## config.mk

```make
export PLATFORM = sky130hd
export DESIGN_NAME = serial_subtractor
export DESIGN_NICKNAME = d
export VERILOG_FILES = /design/src/rtl/serial_subtractor.sv
export SDC_FILE = /design/constraint.sdc
export NUM_CORES = 1
export LEC_CHECK = 0
export CAP_MARGIN = 20
export CORE_MARGIN = 3
export CORE_UTILIZATION = 35
export DETAILED_ROUTE_END_ITERATION = 8
export PLACE_DENSITY = 0.63
export SLEW_MARGIN = 20
export SYNTH_ARGS = -nofsm -noshare
export SYNTH_HDL_FRONTEND = slang
export SYNTH_SLANG_ARGS = --single-unit
```

## constraint.sdc

```tcl
create_clock -name iClk -period 2.4 [get_ports iClk]
set_clock_uncertainty 0.15 [all_clocks]
set_input_delay 0.24 -clock iClk [delete_from_list [all_inputs] [get_ports iClk]]
set_output_delay 0.24 -clock iClk [all_outputs]
set_load 0.03 [all_outputs]
```

## src/rtl/serial_subtractor.sv

```systemverilog
// rtl/serial_subtractor.sv - bit-serial WIDTH-bit subtractor with borrow-in and start/valid/ack handshake
module serial_subtractor #(
  parameter int WIDTH = 8
) (
  input  logic             iClk,
  input  logic             iRst_n,
  input  logic             iStart,
  input  logic [WIDTH-1:0] iData_a,
  input  logic [WIDTH-1:0] iData_b,
  input  logic             iB,
  input  logic             iAck,
  output logic             oBusy,
  output logic             oValid,
  output logic [WIDTH-1:0] oData,
  output logic             oData_B,
  output logic             oOvf,
  output logic             oZero
);

  localparam int CW = $clog2(WIDTH);

  typedef enum logic [1:0] {IDLE, SHIFT, DONE} state_t;

  state_t           state;
  logic [WIDTH-1:0] a_q;
  logic [WIDTH-1:0] b_q;
  logic [WIDTH-1:0] res_q;
  logic             br_q;
  logic             a_msb;
  logic             b_msb;
  logic [CW-1:0]    cnt_q;

  logic             d;
  logic             br_n;
  logic [WIDTH-1:0] res_n;
  logic             ovf_n;

  // Single full-subtractor cell; on the last shift d is the result MSB.
  always_comb begin
    d     = a_q[0] ^ b_q[0] ^ br_q;
    br_n  = (~a_q[0] & b_q[0]) | (~(a_q[0] ^ b_q[0]) & br_q);
    res_n = {d, res_q[WIDTH-1:1]};
    ovf_n = (a_msb ^ b_msb) & (d ^ a_msb);
  end

  always_ff @(posedge iClk or negedge iRst_n) begin
    if (!iRst_n) begin
      state   <= IDLE;
      a_q     <= '0;
      b_q     <= '0;
      res_q   <= '0;
      br_q    <= 1'b0;
      a_msb   <= 1'b0;
      b_msb   <= 1'b0;
      cnt_q   <= '0;
      oBusy   <= 1'b0;
      oValid  <= 1'b0;
      oData   <= '0;
      oData_B <= 1'b0;
      oOvf    <= 1'b0;
      oZero   <= 1'b0;
    end else begin
      case (state)
        IDLE: begin
          if (iStart) begin
            a_q   <= iData_a;
            b_q   <= iData_b;
            br_q  <= iB;
            a_msb <= iData_a[WIDTH-1];
            b_msb <= iData_b[WIDTH-1];
            cnt_q <= '0;
            oBusy <= 1'b1;
            state <= SHIFT;
          end
        end
        SHIFT: begin
          a_q   <= a_q >> 1;
          b_q   <= b_q >> 1;
          br_q  <= br_n;
          res_q <= res_n;
          cnt_q <= cnt_q + CW'(1);
          if (cnt_q == CW'(WIDTH - 1)) begin
            oData   <= res_n;
            oData_B <= br_n;
            oOvf    <= ovf_n;
            oZero   <= (res_n == '0);
            oValid  <= 1'b1;
            state   <= DONE;
          end
        end
        DONE: begin
          if (iAck) begin
            oValid <= 1'b0;
            oBusy  <= 1'b0;
            state  <= IDLE;
          end
        end
        default: state <= IDLE;
      endcase
    end
  end

endmodule

```

==> results of run 1 <==
## what timing repair did
item | 4_1_cts | 5_1_grt
hold buffers | 1 | 0
endpoints found under the hold margin | 44 | 0
buffers inserted | 0 | 0
## synth_stat cells (3+ instances only)
cell	count	area, um^2
dfrtp_1	44	1100
nand2_1	29	109
o21ai_0	21	105
a21oi_1	20	100
nor2b_1	16	100
a22oi_1	14	105
mux2_2	8	90.1
buf_2	7	35.0
inv_1	5	18.8
clkbuf_1	4	15.0
a2bb2oi_1	3	26.3
## sequential cells by signal (all words and copies together) (netlist names)
name     cells
oData        8
oValid       1
oZero        1
res_q        7
oOvf         1
b_q          8
cnt_q        3
oBusy        1
oData_B      1
state        2
a_q          8
b_msb        1
a_msb        1
br_q         1
## routing by layer
metal,vias up,global-route usage,wire length (um)
met5,-,0,0
met4,0,0.0598,59
met3,5,0.0263,118
met2,24,0.198,1840
met1,759,0.201,2150
li1,738,-,-
## cells by family after synthesis
family | count (synthesis)
AOI/OAI and AO/OA | 64
and+or+nand+nor | 54
DFF | 44
buffers and inverters | 18
muxes | 10
adders and majority gates | 3
## worst register-to-register path, cell delays in order, from the launching register on
cell     delay [ns]
dfrtp_1        0.38
inv_1          0.11
fa_1           0.51
nor4_1         0.26
nand2_1        0.07
o21ai_0        0.13
## final timing paths
kind	to	cells after the start	slack, ns	start
setup reg to reg	oZero$_DFFE_PN0P_	5	0.73	b_q[0]$_DFFE_PN0P_
max in group asynchronous	oData[6]$_DFFE_PN0P_	3	1.54	iRst_n
min in group iClk	oOvf$_DFFE_PN0P_	2	0.34	oOvf$_DFFE_PN0P_
setup / recovery	oValid	1	0.65	oValid$_DFFE_PN0P_
hold / removal	b_msb$_DFFE_PN0P_	2	0.11	iRst_n
hold reg to reg	oOvf$_DFFE_PN0P_	2	0.34	oOvf$_DFFE_PN0P_
## report_power, final
| group | switching (mW) | internal [mW] |
|---|---|---|
| registers | 0.245 | 1.04 |
| clock network | 0.250 | 0.309 |
| logic | 0.630 | 0.573 |
## stage by stage
step	setup WS, ns	total power, mW	util	std cells	hold WS (ns)
2_1_floorplan	0.779	2.11	-	193	-0.206
3_3_place_gp	0.735	2.49	0.435	291	-0.107
3_5_place_dp	0.728	2.51	0.435	291	-0.108
4_1_cts	0.624	3.07	0.456	300	0.112
5_1_grt	0.584	3.27	0.456	300	0.132
6_report	0.646	3.05	0.456	300	0.115
## cell type report
cell class / instances / area (um^2) / share of cell area
timing repair buffer: 40 / 380 / 0.151
tap: 72 / 90.1 / 0.0357
inverter: 5 / 18.8 / 0.00743
sequential: 44 / 1100 / 0.436
clock buffer: 6 / 72.6 / 0.0287
multi-input combinational: 131 / 827 / 0.328
clock inverter: 2 / 35.0 / 0.0139
==> results.md, run 1 <==
* Placed cell area at about 2400 um^2
* TritonRoute pass-1 iters at 4
* Max-slew violations at 0
* DRC violations left at 0
* Initial core utilization at 0.364
* Vias in the first global route at 1420
* Vias post-DR at 1526
* Fill cell count at roughly 530
* Post_cts resized at 0
* Root Driver: clkbuf_8
* Die area at about 6700 um^2
* CTS H-tree depth at 2
* Die Y at around 82 um
* Most frequent cells in the layout: dfrtp_1, clkdlybuf4s50_1, nand2_1
* Async set-reset flop share out of synthesis at 1.00
* Seq/Total Area, Yosys at 0.546
* Final setup fails at 0
* Largest net degree at the start of global routing at 24
* Setup Crit Path Kind: register to output pin
* Synth Flop Type: dfrtp_1
* Max VDD drop at 0.411 mV
* Syn Inst Count at between 150 and 200
* Max_cap viols at 0
* WL per Instance at about 14 um
* Mapped cell area at just over 2000 um^2
* Syn avg cell area at about 10 um^2
* Tightest Pin Transition at between 0.5 and 0.6 ns
* Number of port buffers at 33
* Relative slew margins at 0.620
* Unrepaired setup endpoints after global routing: no
* Placer Congestion at 0.767
* Pwr Density at roughly 1200 nW/um^2
* EDFF count, synth at 0
* Worst skew pair latency at a little under 0.3 ns
* Clk sinks at 44
* GRT overflow at 0
* XOR/XNOR share of the synthesized area at 0
* CP max-delay cell: clkdlybuf4s50_1
* Req. time, crit path at 2.01 ns
* # IOs at 34
* Mux contribution to synthesized area at 0.0596
* Minimum clock period at around 1.8 ns
* Initial antenna violation count at 0
* Initial DRC count at 79
* Final ANT Viol Nets at 0
* Fin nets at 251
* Die width at 81.9 um
* Synth Area in Simple Gates at 0.140
* Worst Path Buf+Inv at 1
* Clock slew at reported path FFs at about 0.080 ns
* Finished Cell Area at 2520 um^2
* Main combinational cell family by area after synthesis: compound AO/OA/AOI/OAI gates
* Fmax at roughly 570 MHz
* Cell family with most CP delay: buffers and inverters
* Setup TNS at 0 ns
* CP startpoint kind: register
* Critical Path Max Stage Delay at roughly 0.7 ns
* Synthesized flop and latch total at between 40 and 50
* Hpwl dp at between 2000 and 3000 um
* Vias per cell at approximately 5.1
* Hold crit path type: input pin to async pin
* Ant. Diodes at 0
* Fin crit share at 0.731
* Status: finished, final reports clean
* Post-Synth Adder-Cell Area at 0.0223
* CP arrival at roughly 1.4 ns
* Drt total wl at 4160 um
* Final Hold Fails at 0
* Total nets after synthesis at around 220
* Worst Setup End Kind: output pin
* GRT Overall Usage at 0.138
* Compound-Gate Fraction of Synth Area at 0.188
* Clk buf depth at 2
* Critical path fanouts, max at 3
* FP Rows at 27
* TritonCTS clock tree: done
* Worst-path cell chain: clkdlybuf4s50_1
* Lkg Pwr at around 1.1 nW
* Synth warn at 0
* Core area at approximately 5500 um^2
* Area grow syn2layout at 25.3%
* Layout cell share with drive strength beyond 1 at 0.118
* Num CTS Buffers at 5
* Commonest non-fill, non-tap cell in the layout: dfrtp_1
* Global-route wire length before repair at 7070 um
* Yosys cell types at 27
Note: power is estimated with default switching activity, not from simulation.
==> run 2, diff against run 1 <==
==> constraint.sdc (replaced) <==
create_clock -name iClk -period 1.68 [get_ports iClk]
set_clock_uncertainty 0.15 [all_clocks]
set_input_delay 0.168 -clock iClk [delete_from_list [all_inputs] [get_ports iClk]]
set_output_delay 0.168 -clock iClk [all_outputs]
set_load 0.03 [all_outputs]
==> run 2 against run 1 <==
Net effect: hold slack better by 0.20 ns; critical path depth unchanged; sequential cell count unchanged; utilization up 0.16 points; die area unchanged; sequential share of layout area down 0.15 points; worst setup slack worse by 0.60 ns; cell count up 0.67%; final area up 0.35%; via count down 1.4%; clock-buffer cell count down 1; register-to-register slack worse by 0.66 ns; critical endpoint is now oData[3]; highest routed layer unchanged.
==> results.md, run 2 (synthesis results as in run 1) <==
* Commonest non-fill, non-tap cell in the layout: dfrtp_1
* Fill cell count at 542 (+1.5%)
* Status: finished, final reports clean
* CP max-delay cell: clkdlybuf4s50_1
* Core area at 5540 um^2 (unchanged)
* Fin nets at 254 (+1.2%)
* Switch Pwr at 1.63 mW (+45%)
* Setup Crit Path Kind: register to output pin
* Global-route wire length before repair at 7040 um (-0.30%)
* Initial antenna violation count at 0 (unchanged)
* Worst skew pair latency at 0.30 ns (about the same)
* Vias post-DR at 1504 (-1.4%)
* TritonRoute pass-1 iters at 4 (unchanged)
* Fin crit share at 0.971
* Tightest Pin Transition at 0.555 ns (-0.0141 ns)
* Lkg Pwr at 1.15 nW (+3.9%)
* Initial core utilization at 0.364 (unchanged)
* Minimum clock period at 1.63 ns
* Worst Setup End Kind: output pin
* Max VDD drop at 0.578 mV (+41%)
* Sw Share at 0.383 (+0.0136)
* TritonCTS clock tree: done
* Die Y at 81.9 um (unchanged)
* Clk sinks at 44 (unchanged)
* Pwr Density at 1680 nW/um^2 (+39%)
* WL per Instance at 13.8 um (-0.35%)
* Most frequent cells in the layout: dfrtp_1, nand2_1, clkdlybuf4s50_1
* Die width at 81.9 um (unchanged)
* Number of port buffers at 33 (unchanged)
* Die area at 6710 um^2 (unchanged)
* Non-filler cells in the finished layout at 302 (+0.67%)
* Ant. Diodes at 0 (unchanged)
* Placed cell area at 2430 um^2 (+0.94%)
* GRT Overall Usage at 0.138 (+0.000424)
* Clk buf depth at 2 (unchanged)
* Hpwl dp at 2870 um (+2.8%)
* Cell family with most CP delay: buffers and inverters
* Clock network power share at 0.149 (-0.034)
* Req. time, crit path at 1.36 ns (-0.65 ns)
* CTS H-tree depth at 2 (unchanged)
* Relative slew margins at 0.630 (+0.00940)
* Area of the multi-input gates at 836 um^2 (+1.1%)
* Internal Dissipation at 2.62 mW (+36%)
* DRC violations left at 0 (unchanged)
* Number of setup buffers added after CTS at 0 (unchanged)
* Top Registers: a_q: 8 flops, b_q: 8 flops, oData: 8 flops
* Clock slew at reported path FFs at 0.08 ns (about the same)
* Util after Layout at 0.457 (+0.00158)
* Final setup fails at 0 (unchanged)
* Worst Path Buf+Inv at 1 (unchanged)
* Final ANT Viol Nets at 0 (unchanged)
* Max-slew violations at 0 (unchanged)
* Root Driver: clkbuf_8
* CP arrival at 1.31 ns (-0.05 ns)
* Unrepaired setup endpoints after global routing: no
* # IOs at 34 (unchanged)
* Worst-path cell chain: clkdlybuf4s50_1
* Initial DRC count at 99 (+25%)
* Hold crit path type: input pin to async pin
* Finished Cell Area at 2530 um^2 (+0.35%)
* FP Rows at 27 (unchanged)
* Fmax at 613 MHz
* Combinational share of power at 0.419 (+0.024)
* Vias in the first global route at 1454 (+2.4%)
* Max_cap viols at 0 (unchanged)
* Drt total wl at 4180 um (+0.31%)
* Layout cell share with drive strength beyond 1 at 0.148 (+0.0294)
* Sequential power share at 0.432 (+0.010)
* Final Hold Fails at 0 (unchanged)
* CP startpoint kind: register
* Vias per cell at 4.98 (-2.1%)
* Largest net degree at the start of global routing at 45 (+88%)
* Dpl cells at 294 (+1.0%)
* Num CTS Buffers at 5 (unchanged)
* Critical path fanouts, max at 2 (-1)
* Sequential Area at 1100 um^2 (unchanged)
* Critical Path Max Stage Delay at 0.67 ns (-0.02 ns)
* GRT overflow at 0 (unchanged)
* Placer Congestion at 0.728 (-5.2%)
* Area grow syn2layout at 25.7%
## run 2: repair_timing
| item | in CTS | in global routing |
|---|---|---|
| hold buffers | 1 | 0 |
| endpoints found under the hold margin | 44 | 0 |
| resized for setup | 5 | 7 |
| pin swaps | 0 | 1 |
| endpoints found under the setup margin | 4 | 5 |
## run 2: power groups by stage
| stage | sequential, mW | combinational (mW) | clock [mW] |
|---|---|---|---|
| 6_report | 1.83 | 1.78 | 0.634 |
| 5_1_grt | 1.90 | 2.00 | 0.702 |
| 3_5_place_dp | 1.85 | 1.79 | 0 |
| 4_1_cts | 1.84 | 1.80 | 0.658 |
| 2_1_floorplan | 1.97 | 1.04 | 0 |
| 3_3_place_gp | 1.83 | 1.76 | 0 |
## run 2: worst paths after layout
kind,cells past startpoint,to,from,slack (ns)
worst max register to register,4,oData[6]$_DFFE_PN0P_,cnt_q[0]$_DFFE_PN0P_,0.07
worst max-delay path,1,oData[3],oData[3]$_DFFE_PN0P_,0.05
max in group asynchronous,3,oData[6]$_DFFE_PN0P_,iRst_n,0.67
min in group iClk,2,oData_B$_DFFE_PN0P_,oData_B$_DFFE_PN0P_,0.33
worst min register to register,2,oData_B$_DFFE_PN0P_,oData_B$_DFFE_PN0P_,0.33
worst min-delay path,3,b_q[7]$_DFFE_PN0P_,iRst_n,0.32
## run 2: through the flow
step	hold slack [ns]	setup TNS, ns	setup WS [ns]	total power, mW
final	0.316	0	0.0489	4.25
after global routing	0.371	0	0.00155	4.60
after CTS	0.337	0	0.00797	4.30
after detailed placement	0.135	-0.0208	-0.0208	3.64
after global placement	0.136	0	0.0701	3.59
after floorplan	-0.278	0	0.0589	3.01
## run 2: layout make-up
cell class                 count  share of cell area
timing repair buffer          43               0.160
tap                           72              0.0356
inverter                       5             0.00741
multi-input combinational    131               0.330
sequential                    44               0.435
clock inverter                 2             0.00494
clock buffer                   5              0.0272
## run 2: layer usage
layer  vias to the layer above  routed length [um]  track usage
met5                         -                   0            0
met4                         0                  63       0.0498
met3                         5                 141       0.0307
met2                        26                1950        0.204
met1                       726                2020        0.198
li1                        747                   -            -
